===== config.mk =====
export PLATFORM = sky130hd
export DESIGN_NAME = uart_tx_fifo
export DESIGN_NICKNAME = d
export VERILOG_FILES = /design/src/rtl/uart_pkg.sv /design/src/rtl/sync_fifo.sv /design/src/rtl/uart_tx_fifo.sv
export SDC_FILE = /design/constraint.sdc
export NUM_CORES = 1
export LEC_CHECK = 0
export CAP_MARGIN = 20
export CORE_ASPECT_RATIO = 0.9
export CORE_UTILIZATION = 59
export DETAILED_ROUTE_END_ITERATION = 12
export MAX_ROUTING_LAYER = met4
export PLACE_DENSITY = 0.79
export SETUP_SLACK_MARGIN = 0.1
export SLEW_MARGIN = 30
export SYNTH_ARGS = -nofsm -noshare
export SYNTH_HDL_FRONTEND = slang
export SYNTH_SLANG_ARGS = --single-unit

===== constraint.sdc =====
create_clock -name clk -period 6.4 [get_ports clk]
set_input_delay 0.96 -clock clk [delete_from_list [all_inputs] [get_ports clk]]
set_output_delay 0.96 -clock clk [all_outputs]
set_load 0.01 [all_outputs]

===== src/rtl/uart_pkg.sv =====
`default_nettype none
// ============================================================================
// Module      : uart_pkg
// Description : Constants and FSM state encoding shared by the UART TX/RX.
// Revision    : 1.0 - initial release
// ============================================================================
package uart_pkg;

  localparam int BIT_NUMBER = 8;
  localparam int FRAME_LEN  = BIT_NUMBER + 2;

  typedef enum logic [2:0] {
    ST_IDLE  = 3'd0,
    ST_START = 3'd1,
    ST_DATA  = 3'd2,
    ST_STOP  = 3'd3,
    ST_GAP   = 3'd4
  } tx_state_e;

endpackage
`default_nettype wire


===== src/rtl/sync_fifo.sv =====
`default_nettype none
// ============================================================================
// Module      : sync_fifo
// Description : Single-clock FIFO with a combinational head read, occupancy count.
// Revision    : 1.0 - initial release
// ============================================================================
module sync_fifo #(
  parameter int WIDTH = 8,
  parameter int DEPTH = 4
) (
  input  logic                     clk,
  input  logic                     rst,
  input  logic                     push,
  input  logic [WIDTH-1:0]         wdata,
  input  logic                     pop,
  output logic [WIDTH-1:0]         rdata,
  output logic                     full,
  output logic                     empty,
  output logic [$clog2(DEPTH):0]   count
);

  localparam int PTR_W = $clog2(DEPTH);
  localparam int CNT_W = PTR_W + 1;

  logic [WIDTH-1:0] mem [DEPTH];
  logic [PTR_W-1:0] wr_ptr;
  logic [PTR_W-1:0] rd_ptr;
  logic             do_push;
  logic             do_pop;

  assign full    = (count == CNT_W'(DEPTH));
  assign empty   = (count == '0);
  assign do_push = push && !full;
  assign do_pop  = pop && !empty;
  assign rdata   = mem[rd_ptr];

  // DEPTH is a power of two, so the pointers wrap by natural overflow.
  always_ff @(posedge clk) begin
    if (rst) begin
      wr_ptr <= '0;
      rd_ptr <= '0;
      count  <= '0;
    end else begin
      if (do_push) wr_ptr <= wr_ptr + 1'b1;
      if (do_pop)  rd_ptr <= rd_ptr + 1'b1;
      case ({do_push, do_pop})
        2'b10:   count <= count + 1'b1;
        2'b01:   count <= count - 1'b1;
        default: count <= count;
      endcase
    end
  end

  always_ff @(posedge clk) begin
    if (do_push) mem[wr_ptr] <= wdata;
  end

endmodule
`default_nettype wire


===== src/rtl/uart_tx_fifo.sv =====
`default_nettype none
// ============================================================================
// Module      : uart_tx_fifo
// Description : FIFO-buffered UART transmitter, high start bit, low stop bit.
//               Optional UART_TX_IDLE_GAP_EN inserts IDLE_GAP low cycles
//               after every stop bit.
// Revision    : 1.0 - initial release
// ============================================================================
module uart_tx_fifo #(
  parameter int BIT_NUMBER = uart_pkg::BIT_NUMBER,
  parameter int FIFO_DEPTH = 4
`ifdef UART_TX_IDLE_GAP_EN
  , parameter int IDLE_GAP = 2
`endif
) (
  input  logic                          clk,
  input  logic                          rst,
  input  logic [BIT_NUMBER-1:0]         data_in,
  input  logic                          valid,
  output logic                          ready,
  output logic                          txd,
  output logic                          busy,
  output logic [$clog2(FIFO_DEPTH):0]   fifo_count,
  output logic                          tx_done
);

  import uart_pkg::*;

  localparam int IDX_W = (BIT_NUMBER > 1) ? $clog2(BIT_NUMBER) : 1;
  localparam logic [IDX_W-1:0] LAST_IDX = IDX_W'(BIT_NUMBER - 1);

  tx_state_e             state;
  logic [BIT_NUMBER-1:0] shift_reg;
  logic [BIT_NUMBER-1:0] fifo_rdata;
  logic [IDX_W-1:0]      bit_idx;
  logic                  fifo_full;
  logic                  fifo_empty;
  logic                  fifo_push;
  logic                  fifo_pop;

`ifdef UART_TX_IDLE_GAP_EN
  // IDLE_GAP must be at least 1.
  localparam int GAP_W = $clog2(IDLE_GAP + 1);
  localparam logic [GAP_W-1:0] GAP_LAST = GAP_W'(IDLE_GAP - 1);
  logic [GAP_W-1:0] gap_cnt;
`endif

  assign ready     = !fifo_full;
  assign fifo_push = valid && ready;
  assign busy      = (state != ST_IDLE) || !fifo_empty;

  always_comb begin
    fifo_pop = 1'b0;
    case (state)
      ST_IDLE: fifo_pop = !fifo_empty;
`ifdef UART_TX_IDLE_GAP_EN
      ST_GAP:  fifo_pop = !fifo_empty && (gap_cnt == GAP_LAST);
`else
      ST_STOP: fifo_pop = !fifo_empty;
`endif
      default: fifo_pop = 1'b0;
    endcase
  end

  sync_fifo #(
    .WIDTH (BIT_NUMBER),
    .DEPTH (FIFO_DEPTH)
  ) u_fifo (
    .clk   (clk),
    .rst   (rst),
    .push  (fifo_push),
    .wdata (data_in),
    .pop   (fifo_pop),
    .rdata (fifo_rdata),
    .full  (fifo_full),
    .empty (fifo_empty),
    .count (fifo_count)
  );

  // txd is the registered image of the state being left on each edge.
  always_ff @(posedge clk) begin
    if (rst) begin
      state     <= ST_IDLE;
      txd       <= 1'b0;
      tx_done   <= 1'b0;
      bit_idx   <= '0;
      shift_reg <= '0;
`ifdef UART_TX_IDLE_GAP_EN
      gap_cnt   <= '0;
`endif
    end else begin
      tx_done <= 1'b0;
      case (state)
        ST_IDLE: begin
          txd <= 1'b0;
          if (fifo_pop) begin
            shift_reg <= fifo_rdata;
            bit_idx   <= '0;
            state     <= ST_START;
          end
        end
        ST_START: begin
          txd   <= 1'b1;
          state <= ST_DATA;
        end
        ST_DATA: begin
          txd     <= shift_reg[bit_idx];
          bit_idx <= bit_idx + 1'b1;
          if (bit_idx == LAST_IDX) state <= ST_STOP;
        end
        ST_STOP: begin
          txd     <= 1'b0;
          tx_done <= 1'b1;
`ifdef UART_TX_IDLE_GAP_EN
          gap_cnt <= '0;
          state   <= ST_GAP;
`else
          if (fifo_pop) begin
            shift_reg <= fifo_rdata;
            bit_idx   <= '0;
            state     <= ST_START;
          end else begin
            state <= ST_IDLE;
          end
`endif
        end
`ifdef UART_TX_IDLE_GAP_EN
        ST_GAP: begin
          txd     <= 1'b0;
          gap_cnt <= gap_cnt + 1'b1;
          if (gap_cnt == GAP_LAST) begin
            if (fifo_pop) begin
              shift_reg <= fifo_rdata;
              bit_idx   <= '0;
              state     <= ST_START;
            end else begin
              state <= ST_IDLE;
            end
          end
        end
`endif
        default: begin
          txd   <= 1'b0;
          state <= ST_IDLE;
        end
      endcase
    end
  end

endmodule
`default_nettype wire


### Word level (Yosys, flattened, before mapping)

Memories as Yosys holds them, arrays and structs flattened. A register that Yosys moved wholly into a read port is not among the register bits.
Cells that the tools add are included.

* register bits after elaboration: 15
* latch bits: 0
* RAM bits: 32
* ROM bits: 0
* bits of input ports: 11
* output and inout bits: 7
* word-level logic and storage cells: 53
* memories: 1

Memory list
* u_fifo.mem: words 4, bits a word 8, read ports 1, clocked after memory_dff 1, wr ports 1, RTL line sync_fifo.sv:25 `logic [WIDTH-1:0] mem [DEPTH];`

* add/subtract/negate cells: 5
* $mul: 0
* divide/modulo/power cells: 0
* magnitude comparators: 1
* eq/ne operators: 10
* shift operators: 0
* muxes and demuxes: 14
* bitwise logic cells: 0
* reductions and logical operators: 15

Operator list (number)
* $pmux 3 s2: 2
* $pmux 3 s4: 1
* $mux 3: 3
* $add 3x1->3 const B: 2
* $eq 3x2->1 const B: 2
* $eq 3x3->1 const B: 2
* $logic_not 3->1: 2
* $mux 1: 6
* $reduce_and 2->1: 3
* $add 2x1->2 const B: 2
* $lt 3x4->1 const B: 1
* $ne 2x1->1 const B: 2
* $reduce_bool 2->1: 2
* $bmux 1 s3: 1
* $eq 3x1->1 const B: 1
* $logic_and 1x1->1: 3
* $reduce_bool 3->1: 1
* $sub 3x1->3 const B: 1
* $eq 2x1->1 const B: 1
* $eq 2x2->1 const B: 1
* $logic_not 1->1: 2
* $ne 2x2->1 const B: 1
* $pmux 1 s2: 1
* $reduce_or 2->1: 1
* $logic_or 1x1->1: 1

### Logic depth before layout (Yosys ltp)

* depth after elaboration: 6
* depth in mapped cells: 11

### Modules after synthesis

Synthesis repeated with hierarchy kept, for this count alone.

* cell total of the unflattened synthesis: 179
* area, all modules: 2354.8 um2

Modules (own cells, without submodules)
* sync_fifo: times used 1, cells each 96, area an instance 1630.3 um2, sequential area each 1141.1 um2
* uart_tx_fifo: times used 1, cells each 83, area an instance 724.4 um2, sequential area each 300.3 um2

### Worst setup path after synthesis

No wires, ideal clock.

* kind: register -> register
* from: register state[0]
* to: register u_fifo.count[2]
* library setup time: 0.070 ns
* arrival time: 2.321 ns
* slack: 4.009 ns
* stages on the path, launching flop included: 12
* buffers on the path: 2
* clock period less this slack: 2.391 ns
* cell sequence: dfxtp_1 -> inv_1 -> ha_1 -> buf_4 -> buf_4 -> nor2_1 -> ha_1 -> inv_1 -> fa_1 -> xor2_1 -> or3_1 -> a21oi_1

* cells in the longest elaborated chain, start to end: 6
* elaborated cells between the ends (all ways): 9

RTL lines
* start, declared: RTL line uart_tx_fifo.sv:32 `tx_state_e state;`
* start signal, assigned: RTL line uart_tx_fifo.sv:83 `state <= ST_IDLE;`
* start signal, assigned: RTL line uart_tx_fifo.sv:99 `state <= ST_START;`
* start signal, assigned: RTL line uart_tx_fifo.sv:104 `state <= ST_DATA;`
* $eq 3x2->1 or $logic_not 3->1 (tied branches): RTL line uart_tx_fifo.sv:54 `case (state)`
* $reduce_or 2->1 (no source line) *
* $mux 1 *
* $logic_and 1x1->1 *: RTL line sync_fifo.sv:34 `assign do_pop = pop && !empty;`
* named net u_fifo.do_pop: RTL line sync_fifo.sv:29 `logic do_pop;`
* $eq 2x1->1 or $eq 2x2->1 (tied branches): RTL line sync_fifo.sv:46 `case ({do_push, do_pop})`
* $pmux 3 s2 or $reduce_bool 2->1 (tied branches)
* end signal, assigned: RTL line sync_fifo.sv:47 `2'b10: count <= count + 1'b1;`
* end signal, assigned: RTL line sync_fifo.sv:48 `2'b01: count <= count - 1'b1;`
* end signal, assigned: RTL line sync_fifo.sv:49 `default: count <= count;`
* end, declared: RTL line sync_fifo.sv:19 `output logic [$clog2(DEPTH):0] count`

Mark *: on every way through the listed nets, which the timed path passes. The rest lies on a longest branch.
A chain may end at the register's enable or synchronous reset.

### Worst setup path in the final report

* from: register state[1]
* to: output busy

* cells in the longest elaborated chain, start to end: 2

RTL lines
* $reduce_bool 3->1: RTL line uart_tx_fifo.sv:50 `assign busy = (state != ST_IDLE) || !fifo_empty;`
* $logic_or 1x1->1: RTL line uart_tx_fifo.sv:50
* end, declared: RTL line uart_tx_fifo.sv:22 `output logic busy,`

No other way between the ends.

==> reports/qor.txt <==
CLOCK TREE
-----------------------------------------------------------------------------------------------------------------
Number of buffers added by the clock tree synthesis step                                                        5
Clk buf depth                                                                                                   2
Clock latency reported for the late side of the worst-skew pair                                           0.31 ns
Number of hold buffers added after CTS                                                                          0
CTS root buffer                                                                                          clkbuf_8
Clk pin slew, worst setup/hold paths                                                                      0.10 ns
# H-tree levels                                                                                                 2
Number of gates given a new drive strength after cts                                                            0
TritonCTS sink count                                                                                           54
Post-CTS setup buffer count                                                                                     0
CTS tree                                                                                                     done

TIMING
-----------------------------------------------------------------------------------------------------------------
Fmax                                                                                                    0.344 GHz
Total negative slack                                                                                         0 ns
Final setup violation count                                                                                     0
Final count of pins violating max slew                                                                          0
Clock tree skew after final layout                                                                     0.00728 ns
Final hold slack                                                                                         0.486 ns
Unrepaired setup endpoints after global routing                                                             false
Final hold viol count                                                                                           0
Crit path time final                                                                                      2.90 ns
Relative max-transition margin                                                                              0.447
Slew of the pin with the lowest slew margin                                                              0.828 ns
Final clock period utilization by the worst path                                                            0.454

LOGIC SYNTHESIS
-----------------------------------------------------------------------------------------------------------------
Main combinational cell family by area after synthesis                                               simple AND/OR/NAND/NOR gates
Area fraction in and, or, nand and nor cells after synthesis                                               0.0981
Arithmetic-cell share of the synthesized area counting full adders, half adders and majority gates         0.0672
Fraction of the mapped netlist area in compound gates                                                      0.0965
Distinct cell type count after synthesis                                                                       41
Post-synthesis sequential element count                                                                        54
Multiplexer share of the synthesized area                                                                  0.0960
Post-synthesis sequential area ratio                                                                        0.597
Avg Inst Size Synth                                                                                      13.3 µm²
Ys Warns                                                                                                        0
Post-Synth XOR/XNOR Area                                                                                  0.00747
Cell count after synthesis                                                                                    177
Cell area after synthesis                                                                                2350 µm²
Async set-reset flop share out of synthesis                                                                     0
Net count after synthesis                                                                                     200
Number of flops mapped to enable cells by yosys                                                                32
Post-synth top flop                                                                                      edfxtp_1

SETUP PATH
-----------------------------------------------------------------------------------------------------------------
Critical-path cell with the highest stage delay                                                            or4b_4
Family of cells with the greatest summed delay on the critical path                                  buffers and inverters
CP Cell Sequence                                                                                     inv_1 > ha_1 > or4b_4 > clkdlybuf4s50_1
Maximum fanout count along the critical path                                                                    4
Sort of element at the end of the critical path                                                      primary output
Worst path buffer plus inverter count                                                                           2
Arr. time, crit path                                                                                      1.94 ns
Type of element launching the critical path                                                             flip-flop
Start-to-end type of the worst setup path                                                            flip-flop to primary output
Required time reported for the critical path endpoint                                                     5.44 ns
Largest stage delay on the critical path                                                                  0.50 ns

LAYOUT
-----------------------------------------------------------------------------------------------------------------
Final design area excluding fillers                                                                      2620 µm²
Most common cell after layout, fill and taps aside                                                       edfxtp_1
Final nets                                                                                                    214
Share of final-layout standard cells stronger than drive strength 1                                         0.120
Commonest cells after routing, fill and taps aside                                                   32 x edfxtp_1, 22 x dfxtp_1, 17 x a21oi_1, 17 x clkdlybuf4s50_1, 13 x nand3_1
Synth-to-layout area growth                                                                                 11.6%
Largest register FFs                                                                                           32
Antenna cell count                                                                                              0

FLOORPLANNING
-----------------------------------------------------------------------------------------------------------------
Cell row count                                                                                                 21
Initial cell density of the core                                                                            0.624
Die ar.                                                                                                  4230 µm²
X dimension of the die                                                                                    68.5 µm
Core region area                                                                                         3760 µm²
Number of top-level pins                                                                                       18
Die extent in y                                                                                           61.8 µm

GRT
-----------------------------------------------------------------------------------------------------------------
Number of global-route vias before repair                                                                    1354
Overall fraction of global-route tracks in use                                                              0.220
Initial antenna violation count                                                                                 0
Global-route wire length before repair                                                                    6250 µm
Maximum number of pins on one net before global-route repair                                                   24
Overflow after GRT                                                                                              0

FLOW RUN
-----------------------------------------------------------------------------------------------------------------
Max-capacitance violation count                                                                                 0

OUTCOME
-----------------------------------------------------------------------------------------------------------------
Run status                                                                                              completed

DRT
-----------------------------------------------------------------------------------------------------------------
Number of DRC violations after detailed-routing iteration 0                                                    97
Number of search-and-repair iterations in the first detailed-routing pass                                       4
Final ANT Viol Nets                                                                                             0
Detailed-route wire length per cell                                                                       16.5 µm
DR DRC count                                                                                                    0
Routed via count divided by cell count                                                                       6.08
Total vias in the final route                                                                                1447
Detailed-route wire length                                                                                3930 µm

PLACE
-----------------------------------------------------------------------------------------------------------------
Cell Area, Placed                                                                                        2520 µm²
Final Wtd Congestion                                                                                        0.682
Number of I/O port buffers                                                                                     17
Detailed Place HPWL                                                                                       2760 µm

POWER
-----------------------------------------------------------------------------------------------------------------
P per Cell Area                                                                                        385 nW/µm²
Peak ir drop on the vdd network                                                                          0.196 mV
Static leakage                                                                                           0.900 nW

WORST HOLD PATH
-----------------------------------------------------------------------------------------------------------------
HP Class                                                                                             flip-flop to flip-flop

## stage by stage
step           power (W)  utilization  setup slack (ns)  std cells
3_5_place_dp    0.000816        0.671              3.46        230
2_1_floorplan   0.000728            -              4.01        177
3_3_place_gp    0.000790        0.671              3.57        230
5_1_grt          0.00107        0.697              3.40        238
4_1_cts          0.00101        0.697              3.49        238
6_report         0.00101        0.697              3.50        238
## routing by layer
| layer | GRT usage | wire length (µm) | vias up | part of all wire |
|---|---|---|---|---|
| met1 | 0.275 | 1730 | 708 | 0.44 |
| met3 | 0.0657 | 220 | 2 | 0.056 |
| li1 | - | - | 691 | - |
| met2 | 0.350 | 1960 | 46 | 0.50 |
| met4 | 0.0625 | 19 | 0 | 0.0048 |
| met5 | - | 0 | - | 0 |
## synthesized netlist by cell type (2+ instances only)
cell type | n | area [µm²]
mux2_2 | 2 | 22.5
o21ai_0 | 11 | 55.1
mux4_2 | 9 | 203
nor2_1 | 5 | 18.8
dfxtp_1 | 22 | 440
nand3_1 | 13 | 65.1
a21o_1 | 2 | 15.0
clkbuf_1 | 2 | 7.51
nand2_1 | 4 | 15.0
o211ai_1 | 3 | 22.5
a21oi_1 | 17 | 85.1
or3_1 | 2 | 12.5
and3_1 | 4 | 25.0
xor2_1 | 2 | 17.5
ha_1 | 11 | 138
buf_4 | 3 | 22.5
edfxtp_1 | 32 | 961
inv_1 | 8 | 30.0
buf_2 | 3 | 15.0
## worst paths after layout
kind	start	to	slack, ns	cells past startpoint
worst max-delay path	state[1]$_SDFFE_PP0P_	busy	3.50	4
worst min-delay path	shift_reg[7]$_SDFFE_PP0P_	shift_reg[7]$_SDFFE_PP0P_	0.49	2
worst max register to register	state[0]$_SDFFE_PP0P_	u_fifo.count[2]$_SDFFE_PP0P_	3.78	9
worst min register to register	shift_reg[7]$_SDFFE_PP0P_	shift_reg[7]$_SDFFE_PP0P_	0.49	2
## worst reg2reg max path: stages, from the launching register on
cell     delay [ns]
dfxtp_1        0.40
inv_1          0.08
ha_1           0.55
nor2_1         0.25
ha_1           0.20
inv_1          0.06
fa_1           0.38
xor2_1         0.16
or3_1          0.31
a21oi_1        0.14
## cells by family after synthesis
logic type,Yosys count
DFF,54
and+or+nand+nor,40
xor gates and xnor gates,2
muxes,11
adders and majority gates,12
buffers and inverters,19
AOI/OAI and AO/OA,39
## cell type report
| class | instances | area (µm²) |
|---|---|---|
| Clock inverter | 3 | 28.8 |
| Timing Repair Buffer | 17 | 170 |
| Multi-Input combinational cell | 104 | 857 |
| Sequential cell | 54 | 1400 |
| Inverter | 9 | 33.8 |
| Tap cell | 46 | 57.6 |
| Clock buffer | 5 | 68.8 |
| Fill cell | 266 | 1140 |
## power breakdown
part	switching [W]	internal (W)
clock	0.000117	0.0000820
combinational	0.000182	0.000151
sequential	0.0000480	0.000429
Power figures use the tool's default switching activity.
